--- src/rtl/image_mem_arbiter_pkg.sv ---
// Shared types and defaults for the image RAM arbiter: owner tags carried
// alongside each RAM read, default widths and the fixed read latency.
package image_mem_pkg;

    localparam int unsigned DATA_W_DEF = 24;
    localparam int unsigned ADDR_W_DEF = 17;
    localparam int unsigned RD_LAT     = 2;

    typedef enum logic [1:0] {
        OWN_NONE = 2'd0,
        OWN_DISP = 2'd1,
        OWN_HOST = 2'd2
    } owner_t;

endpackage

--- src/rtl/image_mem_arbiter_rd_tag_pipe.sv ---
// Owner-tag delay line matching the command register plus the RAM read stage,
// so the tag at the output lines up with the data on RAM DO.
module rd_tag_pipe
    import image_mem_pkg::*;
(
    input  logic   clk,
    input  logic   rst_n,
    input  owner_t tag_i,
    output owner_t tag_o
);

    owner_t stage_q [RD_LAT];

    always_ff @(posedge clk or negedge rst_n) begin
        if (!rst_n) begin
            for (int unsigned i = 0; i < RD_LAT; i++) begin
                stage_q[i] <= OWN_NONE;
            end
        end else begin
            stage_q[0] <= tag_i;
            for (int unsigned i = 1; i < RD_LAT; i++) begin
                stage_q[i] <= stage_q[i-1];
            end
        end
    end

    assign tag_o = stage_q[RD_LAT-1];

endmodule

--- src/rtl/image_mem_arbiter.sv ---
// Single-port image RAM arbiter: display reads have priority, the host is
// guaranteed a slot after MAX_WAIT lost contended cycles.
module image_mem_arbiter
    import image_mem_pkg::*;
#(
    parameter int unsigned DATA_W   = DATA_W_DEF,
    parameter int unsigned ADDR_W   = ADDR_W_DEF,
    parameter int unsigned MAX_WAIT = 8
) (
    input  logic              clk,
    input  logic              rst_n,
    input  logic              disp_req,
    input  logic [ADDR_W-1:0] disp_addr,
    output logic              disp_gnt,
    output logic              disp_rvalid,
    output logic [DATA_W-1:0] disp_rdata,
    input  logic              host_req,
    input  logic              host_we,
    input  logic [ADDR_W-1:0] host_addr,
    input  logic [DATA_W-1:0] host_wdata,
    output logic              host_gnt,
    output logic              host_rvalid,
    output logic [DATA_W-1:0] host_rdata,
    output logic              mem_we,
    output logic [ADDR_W-1:0] mem_addr,
    output logic [DATA_W-1:0] mem_di,
    input  logic [DATA_W-1:0] mem_do
);

    localparam int unsigned WAIT_W = $clog2(MAX_WAIT + 1);
    localparam logic [WAIT_W-1:0] WAIT_MAX = WAIT_W'(MAX_WAIT);

    logic [WAIT_W-1:0] wait_cnt_q, wait_cnt_d;
    logic              mem_we_q, mem_we_d;
    logic [ADDR_W-1:0] mem_addr_q, mem_addr_d;
    logic [DATA_W-1:0] mem_di_q, mem_di_d;
    owner_t            tag_d, tag_rtn;
    logic              host_force;

    assign host_force = (wait_cnt_q == WAIT_MAX);
    assign disp_gnt   = disp_req && !(host_req && host_force);
    assign host_gnt   = host_req && (!disp_req || host_force);

    always_comb begin
        wait_cnt_d = wait_cnt_q;
        if (host_gnt) begin
            wait_cnt_d = '0;
        end else if (host_req && !host_force) begin
            wait_cnt_d = wait_cnt_q + 1'b1;
        end
    end

    // Writes carry no tag: the RAM's write-through echo on DO must never surface.
    always_comb begin
        mem_we_d   = 1'b0;
        mem_addr_d = mem_addr_q;
        mem_di_d   = mem_di_q;
        tag_d      = OWN_NONE;
        if (host_gnt) begin
            mem_addr_d = host_addr;
            mem_we_d   = host_we;
            if (host_we) begin
                mem_di_d = host_wdata;
            end else begin
                tag_d = OWN_HOST;
            end
        end else if (disp_gnt) begin
            mem_addr_d = disp_addr;
            tag_d      = OWN_DISP;
        end
    end

    always_ff @(posedge clk or negedge rst_n) begin
        if (!rst_n) begin
            wait_cnt_q <= '0;
            mem_we_q   <= 1'b0;
            mem_addr_q <= '0;
            mem_di_q   <= '0;
        end else begin
            wait_cnt_q <= wait_cnt_d;
            mem_we_q   <= mem_we_d;
            mem_addr_q <= mem_addr_d;
            mem_di_q   <= mem_di_d;
        end
    end

    rd_tag_pipe u_tag_pipe (
        .clk   (clk),
        .rst_n (rst_n),
        .tag_i (tag_d),
        .tag_o (tag_rtn)
    );

    assign mem_we      = mem_we_q;
    assign mem_addr    = mem_addr_q;
    assign mem_di      = mem_di_q;
    assign disp_rvalid = (tag_rtn == OWN_DISP);
    assign host_rvalid = (tag_rtn == OWN_HOST);
    assign disp_rdata  = disp_rvalid ? mem_do : '0;
    assign host_rdata  = host_rvalid ? mem_do : '0;

endmodule

--- config.mk ---
export PLATFORM = sky130hd
export DESIGN_NAME = image_mem_arbiter
export DESIGN_NICKNAME = d
export VERILOG_FILES = /design/src/rtl/image_mem_arbiter_pkg.sv /design/src/rtl/image_mem_arbiter_rd_tag_pipe.sv /design/src/rtl/image_mem_arbiter.sv
export SDC_FILE = /design/constraint.sdc
export NUM_CORES = 1
export LEC_CHECK = 0
export ABC_AREA = 1
export BUFFER_PORTS_ARGS = -buffer_cell sky130_fd_sc_hd__buf_4
export CORE_UTILIZATION = 35
export DETAILED_ROUTE_END_ITERATION = 10
export HOLD_SLACK_MARGIN = 0.12
export PLACE_DENSITY = 0.78
export SYNTH_ARGS = -nofsm -noshare
export SYNTH_HDL_FRONTEND = slang
export SYNTH_SLANG_ARGS = --single-unit
--- constraint.sdc ---
create_clock -name clk -period 2.9 [get_ports clk]
set_input_delay 0.58 -clock clk [delete_from_list [all_inputs] [get_ports clk]]
set_output_delay 0.58 -clock clk [all_outputs]
set_load 0.02 [all_outputs]
# ---- After elaboration in Yosys (flattened, before gate mapping)
# Index checks and enable logic that the tools add are counted.
dict set report op_classes {
  n_addsub 1
  mul 0
  div 0
  magnitude_cmp 0
  eq_ne 3
  shift 0
  mux 10
  bitwise_logic 0
  n_reduce_logical 11
}
# op count
set op_table {}
lappend op_table {{24-bit 2-to-1 mux} 2}
lappend op_table {{17-bit 2-to-1 mux} 2}
lappend op_table {{4-bit 2-to-1 mux} 2}
lappend op_table {{4-bit by 1-bit adder with 4-bit output (second input constant)} 1}
lappend op_table {{4-bit == test (second input constant)} 1}
lappend op_table {{1-bit logical AND} 4}
lappend op_table {{2-bit 2-to-1 mux} 2}
lappend op_table {{2-bit nonzero test} 2}
lappend op_table {{1-bit logical NOT} 3}
lappend op_table {{2-bit by 1-bit == test with 1-bit output (second input constant)} 1}
lappend op_table {{2-bit == test (second input constant)} 1}
lappend op_table {{1-bit 2-to-1 mux} 2}
lappend op_table {{2-bit AND reduction} 1}
lappend op_table {{1-bit logical OR} 1}
dict set report word_totals {
  regBits 50
  latch_bits 0
  ram_bits 0
  mem_bits_ro 0
  in_bits 87
  output_inout_bits 94
  mem_count 0
}

# ---- Longest topological paths before layout
dict set report logic_depth {
  ltp_word 6
  ltp_mapped 10
  ltp_nobuf 9
}

# ---- Hierarchy
# From an unflattened synthesis, not the netlist that was laid out.
dict set report hier_totals {
  hier_cells 375
  hier_area_um2 2603.7
}
# module n_inst cells_per_inst area_each_um2 seq_area_each_um2
set modules_own_cells {}
lappend modules_own_cells {image_mem_arbiter 1 369 2488.6 1151.1}
lappend modules_own_cells {rd_tag_pipe 1 6 115.1 100.1}

# ---- Least setup slack after synthesis
# Ideal clock, no wire load.
dict set report synth_timing {
  kind {register to output}
  from {register u_tag_pipe.stage_q, in the netlist u_tag_pipe.tag_o[0]}
  to {output host_rdata[10]}
  arrival_ns 1.379
  t_required_ns 2.320
  slack_ns 0.941
  path_stages_with_launch 5
  cell_sequence {dfrtp_1 -> nor2_1 -> inv_1 -> buf_1 -> nor2_1}
}
dict set report synth_via {
  elab_chain_len 2
}
# item line_no
set synth_lines {}
lappend synth_lines {{from (decl)} image_mem_arbiter_rd_tag_pipe.sv:12} ;# owner_t stage_q [RD_LAT];
lappend synth_lines {{from (signal, indexed assignment)} image_mem_arbiter_rd_tag_pipe.sv:22} ;# stage_q[i] <= stage_q[i-1];
lappend synth_lines {{2-bit == test} image_mem_arbiter.sv:98} ;# assign host_rvalid = (tag_rtn == OWN_HOST);
lappend synth_lines {{via host_rvalid} image_mem_arbiter.sv:22} ;# output logic host_rvalid,
lappend synth_lines {{24-bit 2-to-1 mux} image_mem_arbiter.sv:100} ;# assign host_rdata = host_rvalid ? mem_do : '0;
lappend synth_lines {{to (decl)} image_mem_arbiter.sv:23} ;# output logic [DATA_W-1:0] host_rdata,
# The timed path passes the listed nets, and every way through them passes these cells.

# ---- Worst setup path in the final report
dict set report layout_timing {
  from {register wait_cnt_q[0]}
  to {output disp_gnt}
}
dict set report layout_via {
  elab_chain_len 4
}
# item line_no
set layout_lines {}
lappend layout_lines {{from (decl)} image_mem_arbiter.sv:33} ;# logic [WAIT_W-1:0] wait_cnt_q, wait_cnt_d;
lappend layout_lines {{from (signal assigned)} image_mem_arbiter.sv:80} ;# wait_cnt_q <= wait_cnt_d;
lappend layout_lines {{4-bit == test} image_mem_arbiter.sv:40} ;# assign host_force = (wait_cnt_q == WAIT_MAX);
lappend layout_lines {{1-bit logical AND} image_mem_arbiter.sv:41} ;# assign disp_gnt = disp_req && !(host_req && host_force);
lappend layout_lines {{1-bit logical NOT} image_mem_arbiter.sv:41}
lappend layout_lines {{1-bit logical AND} image_mem_arbiter.sv:41}
lappend layout_lines {{to (decl)} image_mem_arbiter.sv:14} ;# output logic disp_gnt,
# Every way passes these cells.

==> impl_metrics.tcl <==
set metrics [dict create \
    grtUsageTotal 0.194 \
    crit_fanout 22 \
    cts_hold_buf 0 \
    yosysUniqueCellTypes 17 \
    drc 0 \
    synth_nets 462 \
    grt_pass1_vias 2608 \
    hold_violations 0 \
    synth_warnings 0 \
    vdd_drop_max_v 0.000259 \
    crit_start "wait_cnt_q[0]$_DFFE_PN0P_" \
    clockBufferDepth 2 \
    antenna_left 0 \
    instances_no_fill 639 \
    drive_gt1_frac 0.363 \
    slowest_delay_ns 0.40 \
    path_cells "inv_1 > ha_1 > nand2_1 > inv_2 > nand2_2 > nand2_2 > inv_1 > buf_4" \
    r2r_end "mem_di[3]$_DFFE_PN0P_" \
    dieArea_um2 7740 \
    gp_congestion 0.760 \
    grt_first_pass_wirelength_mm 11.6 \
    arrival_ns 1.97 \
    max_slew_margin 0.506 \
    initial_core_util 0.371 \
    vias_per_cell 4.50 \
    cts_made_buffers 5 \
    ys_seq_area_frac 0.483 \
    synth_area_um2 2590 \
    ys_seq_elements 50 \
    clk_latency_ns 0.30 \
    root_buffer "clkbuf_8" \
    dr_total_vias 2875 \
    die_h_um 88 \
    post_cts_resized 0 \
    maxCapViolCount 0 \
    slew_viol_final 0 \
    rr_worst_depth 9 \
    worstReg2RegStart "wait_cnt_q[0]$_DFFE_PN0P_" \
    drtPass1Iterations 4 \
    leakagePower_uw 0.00251 \
    netlist_instances 373 \
    fin_tns_setup_ns 0 \
    clk_pin_slew_ns 0.08 \
    post_dp_cell_area_um2 3970 \
    p_per_area_nw_per_um2 463 \
    htreeDepth 2 \
    end_kind "primary output" \
    hpwl_mm 5.99 \
    finalSetupViolCount 0 \
    fp-row-count 30 \
    finalInstanceArea_um2 4060 \
    reg2reg_setup_slack_ns 0.84 \
    area_growth_pct 56.8 \
    antenna_found_initial 0 \
    hp-class "primary input to asynchronous set/reset pin" \
    tightest_slew_ns 0.740 \
    syn_avg_cell_area_um2 6.94 \
    status "finished, final reports clean" \
    place_inst 631 \
    setup.worst_path.start_class "flop" \
    fmax_mhz 393 \
    post-route-period-util 0.878 \
    antenna_cells 0 \
    port_buffers 180 \
    fin_skew_ns 0.00497 \
    wirelength_mm 7.74 \
    chipWidth_um 88 \
    ioPinCount 181 \
    worstSetupPathType "flop to primary output" \
    cts_setup_buffers 0 \
    core_area_um2 6980 \
    fin_crit_ns 2.55 \
    drt-wirelength-per-cell_um 12.1 \
    crit_path_end "disp_gnt" \
    rsz0062_at_grt "false" \
    cts_tree "done" \
    cp.required_ns 2.32 \
    grt_max_degree 51 \
    hold_ws_ns 0.291 \
    clock-sinks 50 \
    grt-ovfl-total 0 \
    final_net_count 631 \
    crit_slowest_cell "dfrtp_1" \
    dr.first_iter.drc_count 178 \
]
==> cell type report <==
class	count	area, µm²
timing repair buffer	180	1350
multi-input combinational	251	1040
clock buffer	7	86.3
inverter	54	203
tap	96	120
clock inverter	1	5.00
sequential	50	1250
fill	699	2920
==> registers in the layout, indices dropped and copies added (netlist names) <==
register            cells
wait_cnt_q              4
mem_addr               17
mem_we                  1
u_tag_pipe.stage_q      2
mem_di                 24
u_tag_pipe.tag_o        2
==> synth_stat cells <==
master,instances,area (µm²)
nand4_1,2,12.5
nor2_1,53,199
xor2_1,1,8.76
inv_2,4,15.0
buf_4,4,30.0
ha_1,2,25.0
o21ai_0,1,5.00
inv_1,50,188
buf_1,2,7.51
nand2_1,144,541
clkbuf_1,5,18.8
a21oi_1,1,5.00
buf_2,7,35.0
dfrtp_1,50,1250
nand3_1,41,205
nand2_2,5,31.3
nand2_4,1,11.3
==> where the power goes <==
group | internal, µW | switching, µW | leakage [µW]
sequential | 789 | 56.9 | 0.000615
clock | 193 | 220 | 0.0000482
combinational | 274 | 346 | 0.00185
==> per-layer routing <==
metal,share of wire,wire length [µm],GRT usage
met2,0.55,4290,0.393
met1,0.36,2810,0.199
met5,0,0,0
met3,0.074,574,0.0386
met4,0.0088,68,0.0522
==> how the worst min path moves through the flow <==
stage | to | slack (ns) | cells past startpoint
final | mem_addr[1]$_DFFE_PN0P_ | 0.29 | 1
after global placement | u_tag_pipe.tag_o[1]$_DFF_PN0_ | 0.33 | 0
after global routing | mem_di[12]$_DFFE_PN0P_ | 0.33 | 1
after detailed placement | u_tag_pipe.tag_o[1]$_DFF_PN0_ | 0.34 | 0
after floorplan | mem_addr[0]$_DFFE_PN0P_ | 0.28 | 0
after CTS | mem_di[12]$_DFFE_PN0P_ | 0.31 | 1
==> critical path, delay by kind of cell (launching register included) <==
kind	cells	cell delay, ns
fa+ha+maj	1	0.19
buf+inv	4	0.37
flops	1	0.40
simple gates	3	0.70
==> cells in the final DEF, fill, tap and decap left out, types with 2 or more instances in the layout <==
cell type	netlist	layout
buf_4	4	180
nand2_1	144	144
nor2_1	53	53
inv_1	50	50
dfrtp_1	50	50
nand3_1	41	41
clkbuf_8	0	6
nand2_2	5	5
inv_2	4	4
nand4_1	2	2
ha_1	2	2
==> kinds of logic after synthesis <==
group / Yosys count / synth area share
AOI/OAI and AO/OA: 2 / 0.00386
xor gates and xnor gates: 1 / 0.00338
adders and majority gates: 2 / 0.00966
buffers and inverters: 72 / 0.114
DFF: 50 / 0.483
and+or+nand+nor: 246 / 0.386
==> per-stage QoR <==
stage	power [µW]	setup slack, ns	util
after floorplan	1160	0.941	-
after global placement	1470	0.595	0.568
after detailed placement	1490	0.556	0.568
after CTS	1910	0.333	0.582
after global routing	2000	0.178	0.582
final	1880	0.354	0.582
(Power assumes the default switching activity.)
